[src/rtl/irq_arb_pkg.sv]
// Shared types and constants for the eight-input interrupt arbiter.
// Imported by the priority encoder and the arbiter top level.
package irq_arb_pkg;

    localparam int unsigned NUM_REQ         = 8;
    localparam int unsigned VEC_W           = 3;
    localparam int unsigned SYNC_STAGES_DEF = 2;

    typedef enum logic [1:0] {
        ST_IDLE = 2'd0,
        ST_REQ  = 2'd1,
        ST_SERV = 2'd2
    } arb_state_e;

    function automatic logic [NUM_REQ-1:0] vec2onehot(input logic [VEC_W-1:0] v);
        logic [NUM_REQ-1:0] oh;
        oh    = '0;
        oh[v] = 1'b1;
        return oh;
    endfunction

endpackage

[src/rtl/prio_enc8.sv]
// Combinational 8-to-3 priority encoder, highest set index wins.
// Active-high I/O; hit_o flags that at least one input is set.
module prio_enc8
    import irq_arb_pkg::*;
(
    input  logic [NUM_REQ-1:0] req_i,
    output logic [VEC_W-1:0]   idx_o,
    output logic               hit_o
);

    always_comb begin
        idx_o = '0;
        // Ascending scan: the last set bit seen is the highest index.
        for (int i = 0; i < NUM_REQ; i++) begin
            if (req_i[i]) begin
                idx_o = VEC_W'(i);
            end
        end
    end

    assign hit_o = |req_i;

endmodule

[src/rtl/irq_arbiter8.sv]
// Eight-input interrupt arbiter: synchronises active-low requests, latches falling edges
// as pending bits and serves one masked winner at a time over an irq/ack/eoi handshake.
module irq_arbiter8
    import irq_arb_pkg::*;
#(
    parameter int unsigned SYNC_STAGES = SYNC_STAGES_DEF
) (
    input  logic               clk,
    input  logic               rst,
    input  logic [NUM_REQ-1:0] req_n,
    input  logic [NUM_REQ-1:0] mask,
    input  logic               en_n,
    input  logic               ack,
    input  logic               eoi,
    output logic               irq,
    output logic [VEC_W-1:0]   vec,
    output logic               busy,
    output logic               gs_n,
    output logic [NUM_REQ-1:0] pending
);

    logic [SYNC_STAGES-1:0][NUM_REQ-1:0] sync_q, sync_d;
    logic [NUM_REQ-1:0]                  hist_q, hist_d;
    logic [NUM_REQ-1:0]                  pending_q, pending_d;
    logic [NUM_REQ-1:0]                  fall;
    logic [NUM_REQ-1:0]                  cand;
    logic [NUM_REQ-1:0]                  clr;
    logic [VEC_W-1:0]                    win;
    logic                                hit;
    arb_state_e                          state_q, state_d;
    logic [VEC_W-1:0]                    vec_q, vec_d;
    logic                                irq_q, irq_d;
    logic                                busy_q, busy_d;
    logic                                gs_n_q, gs_n_d;

    // Synchroniser chain plus one history stage for edge detection.
    always_comb begin
        sync_d = {sync_q[SYNC_STAGES-2:0], req_n};
        hist_d = sync_q[SYNC_STAGES-1];
        fall   = hist_q & ~sync_q[SYNC_STAGES-1];
    end

    assign cand = pending_q & ~mask;

    prio_enc8 u_prio_enc8 (
        .req_i (cand),
        .idx_o (win),
        .hit_o (hit)
    );

    always_comb begin
        state_d = state_q;
        vec_d   = vec_q;
        clr     = '0;
        case (state_q)
            ST_IDLE: begin
                if (!en_n && hit) begin
                    state_d = ST_REQ;
                    vec_d   = win;
                end
            end
            ST_REQ: begin
                if (ack) begin
                    state_d = ST_SERV;
                    clr     = vec2onehot(vec_q);
                end else if (en_n || !hit) begin
                    state_d = ST_IDLE;
                end else begin
                    // Re-offer every cycle so a higher-priority arrival preempts.
                    vec_d = win;
                end
            end
            ST_SERV: begin
                if (eoi) begin
                    state_d = ST_IDLE;
                end
            end
            default: begin
                state_d = ST_IDLE;
            end
        endcase

        // A fresh falling edge overrides a same-cycle acknowledge clear.
        pending_d = (pending_q & ~clr) | fall;
        irq_d     = (state_d == ST_REQ);
        busy_d    = (state_d == ST_SERV);
        gs_n_d    = ~(hit & ~en_n);
    end

    always_ff @(posedge clk or posedge rst) begin
        if (rst) begin
            sync_q    <= '1;
            hist_q    <= '1;
            pending_q <= '0;
            state_q   <= ST_IDLE;
            vec_q     <= '0;
            irq_q     <= 1'b0;
            busy_q    <= 1'b0;
            gs_n_q    <= 1'b1;
        end else begin
            sync_q    <= sync_d;
            hist_q    <= hist_d;
            pending_q <= pending_d;
            state_q   <= state_d;
            vec_q     <= vec_d;
            irq_q     <= irq_d;
            busy_q    <= busy_d;
            gs_n_q    <= gs_n_d;
        end
    end

    assign irq     = irq_q;
    assign vec     = vec_q;
    assign busy    = busy_q;
    assign gs_n    = gs_n_q;
    assign pending = pending_q;

endmodule

[config.mk]
export PLATFORM = sky130hd
export DESIGN_NAME = irq_arbiter8
export DESIGN_NICKNAME = d
export VERILOG_FILES = /design/src/rtl/irq_arb_pkg.sv /design/src/rtl/prio_enc8.sv /design/src/rtl/irq_arbiter8.sv
export SDC_FILE = /design/constraint.sdc
export NUM_CORES = 1
export LEC_CHECK = 0
export CAP_MARGIN = 25
export CORE_UTILIZATION = 51
export DETAILED_ROUTE_END_ITERATION = 10
export HOLD_SLACK_MARGIN = 0.08
export MAX_ROUTING_LAYER = met4
export PLACE_DENSITY = 0.82
export SLEW_MARGIN = 20
export SYNTH_ARGS = -nofsm -noshare
export SYNTH_HDL_FRONTEND = slang
export SYNTH_SLANG_ARGS = --single-unit
[constraint.sdc]
create_clock -name clk -period 3.91 [get_ports clk]
set_clock_uncertainty 0.2 [all_clocks]
set_input_delay 1.173 -clock clk [delete_from_list [all_inputs] [get_ports clk]]
set_output_delay 1.173 -clock clk [all_outputs]
set_load 0.01 [all_outputs]
## Word-level counts from Yosys, hierarchy flattened

Index checks and enable logic that the tools add are counted.

| storage, ports and cells | value |
|---|---|
| register bits after elaboration | 40 |
| input bits | 21 |

| cells by class | value |
|---|---|
| $lt $le $gt $ge | 2 |
| equal/unequal tests | 7 |
| multiplexer cells | 20 |
| bitwise logic cells | 10 |
| reduce and logical (&&, ||, !) cells | 9 |

Operators with widths:

| kind | count |
|---|---|
| AND 8 bit | 3 |
| NOT 8 bit | 3 |
| two-way mux 3 bit | 7 |
| two-way mux 8 bit | 2 |
| two-way mux 2 bit | 6 |
| bitwise OR 8 bit | 1 |
| OR reduction 8 bit | 1 |
| inequality test 2 bit, second input constant | 3 |
| case mux 2 bit (3 select lines) | 1 |
| case mux 3 bit (2 select lines) | 1 |
| == test 2 x 1 -> 1 bit, second input constant | 2 |
| == test 2 bit, second input constant | 2 |
| < comparator 3 x 4 -> 1 bit, second input constant | 1 |
| AND reduction 4 bit | 1 |
| demux 1 bit (select 3 bit) | 1 |
| greater-or-equal comparator 3 x 1 -> 1 bit, second input constant | 1 |
| logical AND 1 bit | 2 |
| zero test 1 bit | 2 |
| zero test 2 bit | 1 |
| two-way mux 1 bit | 2 |
| NOT 1 bit | 2 |
| nonzero test 2 bit | 1 |
| AND 1 bit | 1 |
| logical OR 1 bit | 1 |

## Logic depth before layout (Yosys ltp)

Gate-level depths: netlist (run 1).

| logic depth | value |
|---|---|
| word-level depth | 12 |
| depth in mapped cells | 4 |
| depth with buffers taken out | 4 |

## Cells and area by module

Synthesis (run 1) repeated with hierarchy kept, for this count alone.

| second synthesis, totals | value |
|---|---|
| cells, all modules | 101 |
| area, all modules | 1410.1 sq um |

By module, submodules not included:

| module | times used | cells an instance | area an instance (sq um) | seq. area each (sq um) |
|---|---|---|---|---|
| irq_arbiter8 | 1 | 89 | 1343.8 | 1032.2 |
| prio_enc8 | 1 | 12 | 66.3 | 0.0 |

## Worst setup path before layout (run 1)

OpenSTA, ideal clock, no wires.

| path | value |
|---|---|
| path kind | input-to-reg |
| from | input mask[6] |
| to | register vec_q[2] (netlist: vec[2]) |
| library setup time | 0.128 ns |
| arrival | 2.225 ns |
| slack | 1.357 ns |
| stages on the path | 4 |
| path buffers | 0 |
| cell sequence | nand2b_4 nand4_4 o41ai_4 mux2_1 |

| between the ends | value |
|---|---|
| longest elaborated chain between the ends | 7 |

RTL lines:

| element | RTL line | text |
|---|---|---|
| start, declared | irq_arbiter8.sv:11 | `input logic [NUM_REQ-1:0] mask,` |
| NOT 8 bit * | irq_arbiter8.sv:43 | `assign cand = pending_q & ~mask;` |
| AND 8 bit * | irq_arbiter8.sv:43 |  |
| OR reduction 8 bit / two-way mux 3 bit (equally long branches) | prio_enc8.sv:21, prio_enc8.sv:15 |  |
| zero test 1 bit / two-way mux 3 bit (equally long branches) | irq_arbiter8.sv:66, prio_enc8.sv:15 |  |
| logical OR 1 bit / two-way mux 3 bit (equally long branches) | irq_arbiter8.sv:66 | `end else if (en_n \|\| !hit) begin` |
| inequality test 2 bit (no line) / two-way mux 3 bit (equally long branches) | -- |  |
| AND reduction 4 bit (no line) / case mux 3 bit (2 select lines) (equally long branches) | -- |  |
| end signal, assigned | irq_arbiter8.sv:105 | `vec_q <= vec_d;` |
| end, declared | irq_arbiter8.sv:31 | `logic [VEC_W-1:0] vec_q, vec_d;` |

Every way passes the cells marked *; elsewhere a longest branch is shown, timed or not. The select of a mux whose other input is x is not followed.
A chain may end at the register's enable or synchronous reset.

## Worst setup path after layout (run 1)

| path | value |
|---|---|
| from | input mask[7] |
| to | register vec_q[0] (netlist: vec[0]) |

| between the ends | value |
|---|---|
| longest elaborated chain between the ends | 7 |

RTL lines:

| element | RTL line | text |
|---|---|---|
| NOT 8 bit * | irq_arbiter8.sv:43 |  |
| AND 8 bit * | irq_arbiter8.sv:43 |  |
| OR reduction 8 bit | prio_enc8.sv:21 | `assign hit_o = \|req_i;` |
| zero test 1 bit | irq_arbiter8.sv:66 |  |
| logical OR 1 bit | irq_arbiter8.sv:66 |  |
| inequality test 2 bit (no line) | -- |  |
| AND reduction 4 bit (no line) | -- |  |

Marked as above.

==> metrics, run 1 <==
status complete, no violations; Worst setup SP type input port; post-place instance area 0.00183 mm^2; share of cells above drive strength 1 28.0%; RSZ-0062 raised after global routing false; Hold Fails Final Rpt 0; min-delay worst type reg2reg; max cap viols 0; most common cell after layout, fill and taps aside clkdlybuf4s50_1; DR iter-0 viols 17; P_leak 0.000813 uW; antenna violations before repair 0; Synth Cell Area approximately 0.0014 mm^2; Sink Count 40; crit path time final between 2 and 3 ns; placer congestion estimate 0.907; CTS-repair resized insts 0; drt pass-1 iters 4; vias in the first global route 850; clk_lat worst skew roughly 0.33 ns; Final setup viols 0; maximum vdd drop 351 uV; IO buf count 34; row cnt 18; Synth area leaders dfstp_2 46%, dfrtp_1 26%, o21ai_0 4.9%, nand2b_4 3.8%, inv_1 3.4%; post-synthesis cell type count 24; most frequent cells in the layout 34 x clkdlybuf4s50_1, 25 x dfstp_2, 15 x dfrtp_1; wire per inst 14.1 um; initial core utilization 55.9%; YS warnings 0; Ant. Diodes 0; Die X roughly 55 um; Tot Pwr 889 uW; Area growth, synth to finish 33.0%; global-route wire length before repair 3.59 mm; Ports 35; syn_area_per_cell 14.4 um^2; Synth Register Bits 40; top-area cell type share of the netlist area 45.8%; Syn Nets 121; Setup TNS 0 ns; via count 885; CP max FO 5; GRT overflow 0; final max-slew violation count 0; final HPWL from detailed placement 1.85 mm; Worst Reg-to-Reg Cells 4; Final Cell Area roughly 0.0019 mm^2; fmax 359 MHz; Final ANT Viol Nets 0; DIE HEIGHT around 55 um; Max clock buf depth 2; Vias/cell 5.12; Total GRT Usage 19.1%; Critical Path RT 3.93 ns; Worst-path clk slew 0.11 ns; total core area 0.00257 mm^2; cell taking the most area after synthesis dfstp_2; H-tree Lvls 2; final period utilization 71.2%; hold slack 0.162 ns; Crit. End Element flip-flop; post-CTS setup buffers 0; WS Path Type in2reg; WHS Path Cells 0; DRT Wirelength 2.44 mm; die area 0.00303 mm^2; hold_buf cts 0; relative slew slack between 50% and 60%; post-synthesis cell count 100; worst slew pin tran 0.682 ns; # nets final 163; post-route DRC violation count 0; sequential share of the synthesized area between 70 and 80%; Root Buffer clkbuf_4; CTS tree built; WP data arrival approximately 2.8 ns; final design utilization approximately 74%; Num CTS Buffers 5; largest net degree at the start of global routing 25; pwr dens 466 mW/mm^2
## sequential cells by signal (all words and copies together) (netlist names), 2 cells and up
signal	flops
vec	3
state_q	2
sync_d	8
hist_q	8
pending	8
hist_d	8
## cell usage after synthesis
library cell and instances:
a211oi_1 1, a2bb2oi_1 1, a31oi_1 1, dfrtp_1 15, dfstp_2 25, inv_1 13, mux2_1 2, mux2i_1 1
nand2_1 5, nand2b_1 3, nand2b_4 4, nand4_4 1, nand4b_1 1, nor2b_1 2, nor4_1 1, o211ai_1 1
o21ai_0 14, o21ai_1 1, o22ai_1 2, o31ai_1 2, o41ai_4 1, or2_2 1, or2b_1 1, or3_1 1
## kinds of logic after synthesis
family,Yosys count,share of synthesized area (%)
buf+inv,13,3.40
mux,3,2.27
compound gates,24,11.2
flops,40,71.9
simple gates,20,11.2
## critical path, stage by stage
cell and delay (ns):
clkdlybuf4s50_1 0.47, nand2b_4 0.15, nand4_4 0.13, o41ai_4 0.52
mux2_1 0.36
## metrics by stage
stage | setup slack, ns | instances
4_1_cts | 1.14 | 173
2_1_floorplan | 1.36 | 100
3_3_place_gp | 0.839 | 165
6_report | 1.13 | 173
5_1_grt | 1.10 | 173
3_5_place_dp | 0.772 | 165
## area by class of cell
class,count,area [um^2]
timing repair buffer,35,360
fill,181,658
tap,30,37.5
sequential,40,1030
clock buffer,6,41.3
multi-input combinational,47,354
clock inverter,2,35.0
inverter,13,48.8
## power breakdown
group	internal, uW	switching (uW)	total, uW
Clock	134	120	254
Combinational	82.2	64.1	146
Sequential	459	30.4	489
## path summary, 6_finish.rpt
kind | to | from | slack [ns]
hold / removal | hist_d[2]$_DFF_PP1_ | sync_d[10]$_DFF_PP1_ | 0.16
setup / recovery | vec[0]$_DFFE_PP0P_ | mask[7] | 1.13
min in group asynchronous | pending[0]$_DFF_PP0_ | rst | 1.03
setup reg to reg | vec[0]$_DFFE_PP0P_ | pending[6]$_DFF_PP0_ | 2.03
max in group asynchronous | hist_q[4]$_DFF_PP1_ | rst | 1.85
hold reg to reg | hist_d[2]$_DFF_PP1_ | sync_d[10]$_DFF_PP1_ | 0.16
## metal layers
layer  wire [um]  global-route usage (%)
met5           0                       -
met4          31                    6.25
met3         163                    8.47
met2        1190                    32.7
met1        1050                    19.4
Power figures use the tool's default switching activity.
==> run 2, diff against run 1 <==
- CORE_UTILIZATION: 51 -> 47
- PLACE_DENSITY: 0.82 -> 0.77
- clock period: 3.91 -> 2.65 ns (I/O delays scaled with it)
==> run 2 against run 1 <==
Effect of this change: the run now ends with DRC left; worst setup slack worse by 0.88 ns; worst hold slack got worse by 0.00052 ns; cell area is 0.13% lower; utilization decreased by 7.0 points; routed wire length shrank 0.53%; clock-buffer cell count grew 1; sequential share of layout area rose by 0.071 points; power increased by 42%; die area is 8.2% higher; first-iteration DRC count down 24%; flip-flop and latch count unchanged; critical endpoint is now vec[2]; largest cell class unchanged.
==> metrics, run 2 (synthesized netlist as in run 1, its figures left out) <==
status finished with violations; failing checks DRC; via count a little over 900; CTS-repair resized insts 0; H-tree Lvls 2; Crit. End Element primary output; share of cells above drive strength 1 29.5%; wire per inst 13.7 um; relative slew slack a little under 70%; Total GRT Usage 18.5%; Root Buffer clkbuf_4; total core area 0.00283 mm^2; most frequent cells in the layout 34 x clkdlybuf4s50_1, 25 x dfstp_2, 15 x dfrtp_1; WP data arrival 1.41 ns; P_leak 0.000812 uW; clk_lat worst skew 0.35 ns; Area growth, synth to finish 32.9%; Worst-path clk slew 0.12 ns; post-route DRC violation count 8; final max-slew violation count 0; WS Path Type reg2out; Ports 35; Setup TNS 0 ns; max cap viols 0; initial core utilization 50.7%; final period utilization ~90%; CP max FO 7; largest net degree at the start of global routing roughly 40; fmax 415 MHz; Final ANT Viol Nets 0; FF+latch area 0.00103 mm^2; Vias/cell 5.23; slowest CP cell clkdlybuf4s50_1; hold_buf cts 0; die area around 0.0033 mm^2; crit path time final around 2.4 ns; Worst setup SP type flip-flop; Tot Pwr 1260 uW; Num CTS Buffers 5; Critical Path RT around 1.7 ns; DIE HEIGHT 57.3 um; Sink Count 40; cell count after placement 169; crit-path cells clkdlybuf4s50_1; RSZ-0062 raised after global routing false; CTS tree built; number of fill cells roughly 220; GRT overflow 0; drt pass-1 iters 7; placer congestion estimate approximately 0.91; most common cell after layout, fill and taps aside clkdlybuf4s50_1; Die X 57.3 um; global-route wire length before repair between 4 and 5 mm; row cnt 19; Hold Fails Final Rpt 0; slowest stage delay, CP 0.58 ns; IO buf count 34; Ant. Diodes 0; worst slew pin tran 0.468 ns; # nets final 166; CP bufs+invs 1; final HPWL from detailed placement ~1.7 mm; CP top delay family buffers and inverters; multi-input logic area 354 um^2; pwr dens 660 mW/mm^2; Final Non-Filler Cells around 180; post-CTS setup buffers 0; vias in the first global route 903; min-delay worst type reg2reg; DRT Wirelength 2.43 mm; DR iter-0 viols 13; antenna violations before repair 0; maximum vdd drop 448 uV; Max clock buf depth 2; Final setup viols 0
## run 2: cell count changes in the layout (fill, tap and decap cells not counted)
cell	before	now
clkinvlp_4	0	1
buf_12	1	0
clkinv_2	1	0
clkbuf_8	0	1
buf_4	0	4
bufinv_16	1	0
## run 2: per-stage QoR
stage          instance area [um^2]  setup slack [ns]  utilization, %  hold WS, ns
4_1_cts                        1910             0.230            67.4        0.163
5_1_grt                        1910             0.185            67.4        0.167
3_3_place_gp                   1840            0.0149            65.2        0.146
3_5_place_dp                   1840           -0.0508            65.2        0.147
2_1_floorplan                  1440             0.475               -        0.145
6_report                       1910             0.240            67.4        0.162
## run 2: area by class of cell
type                    instances  area share, %
flip-flops and latches         40           54.1
repair buffers                 38           19.4
multi-input cells              47           18.6
clock buffers                   7           2.89
inverters                      13           2.56
well taps                      31           2.03
clock inverters                 1          0.394
## run 2: final timing paths
check	slack, ns	from	cells after the start	to
max	0.24	vec[2]$_DFFE_PP0P_	1	vec[2]
max in group asynchronous	1.23	rst	3	hist_q[0]$_DFF_PP1_
min in group asynchronous	0.65	rst	3	vec[2]$_DFFE_PP0P_
min reg2reg	0.16	sync_d[8]$_DFF_PP1_	0	hist_d[0]$_DFF_PP1_
max reg2reg	0.83	pending[6]$_DFF_PP0_	4	vec[0]$_DFFE_PP0P_
min	0.16	sync_d[8]$_DFF_PP1_	0	hist_d[0]$_DFF_PP1_
## run 2: metal layers
layer  vias up  global-route usage (%)  part of all wire (%)
li1        427                       -                     -
met1       453                    22.5                    43
met2        38                    26.9                    48
met3         7                    8.62                   7.4
met4         0                    6.97                   1.6
met5         -                       -                     0
## run 2: report_power, final
group          switching, uW  internal, uW  total, uW
Sequential              44.9           677        722
Clock                    186           130        316
Combinational           96.1           125        221
Total                    327           932       1260
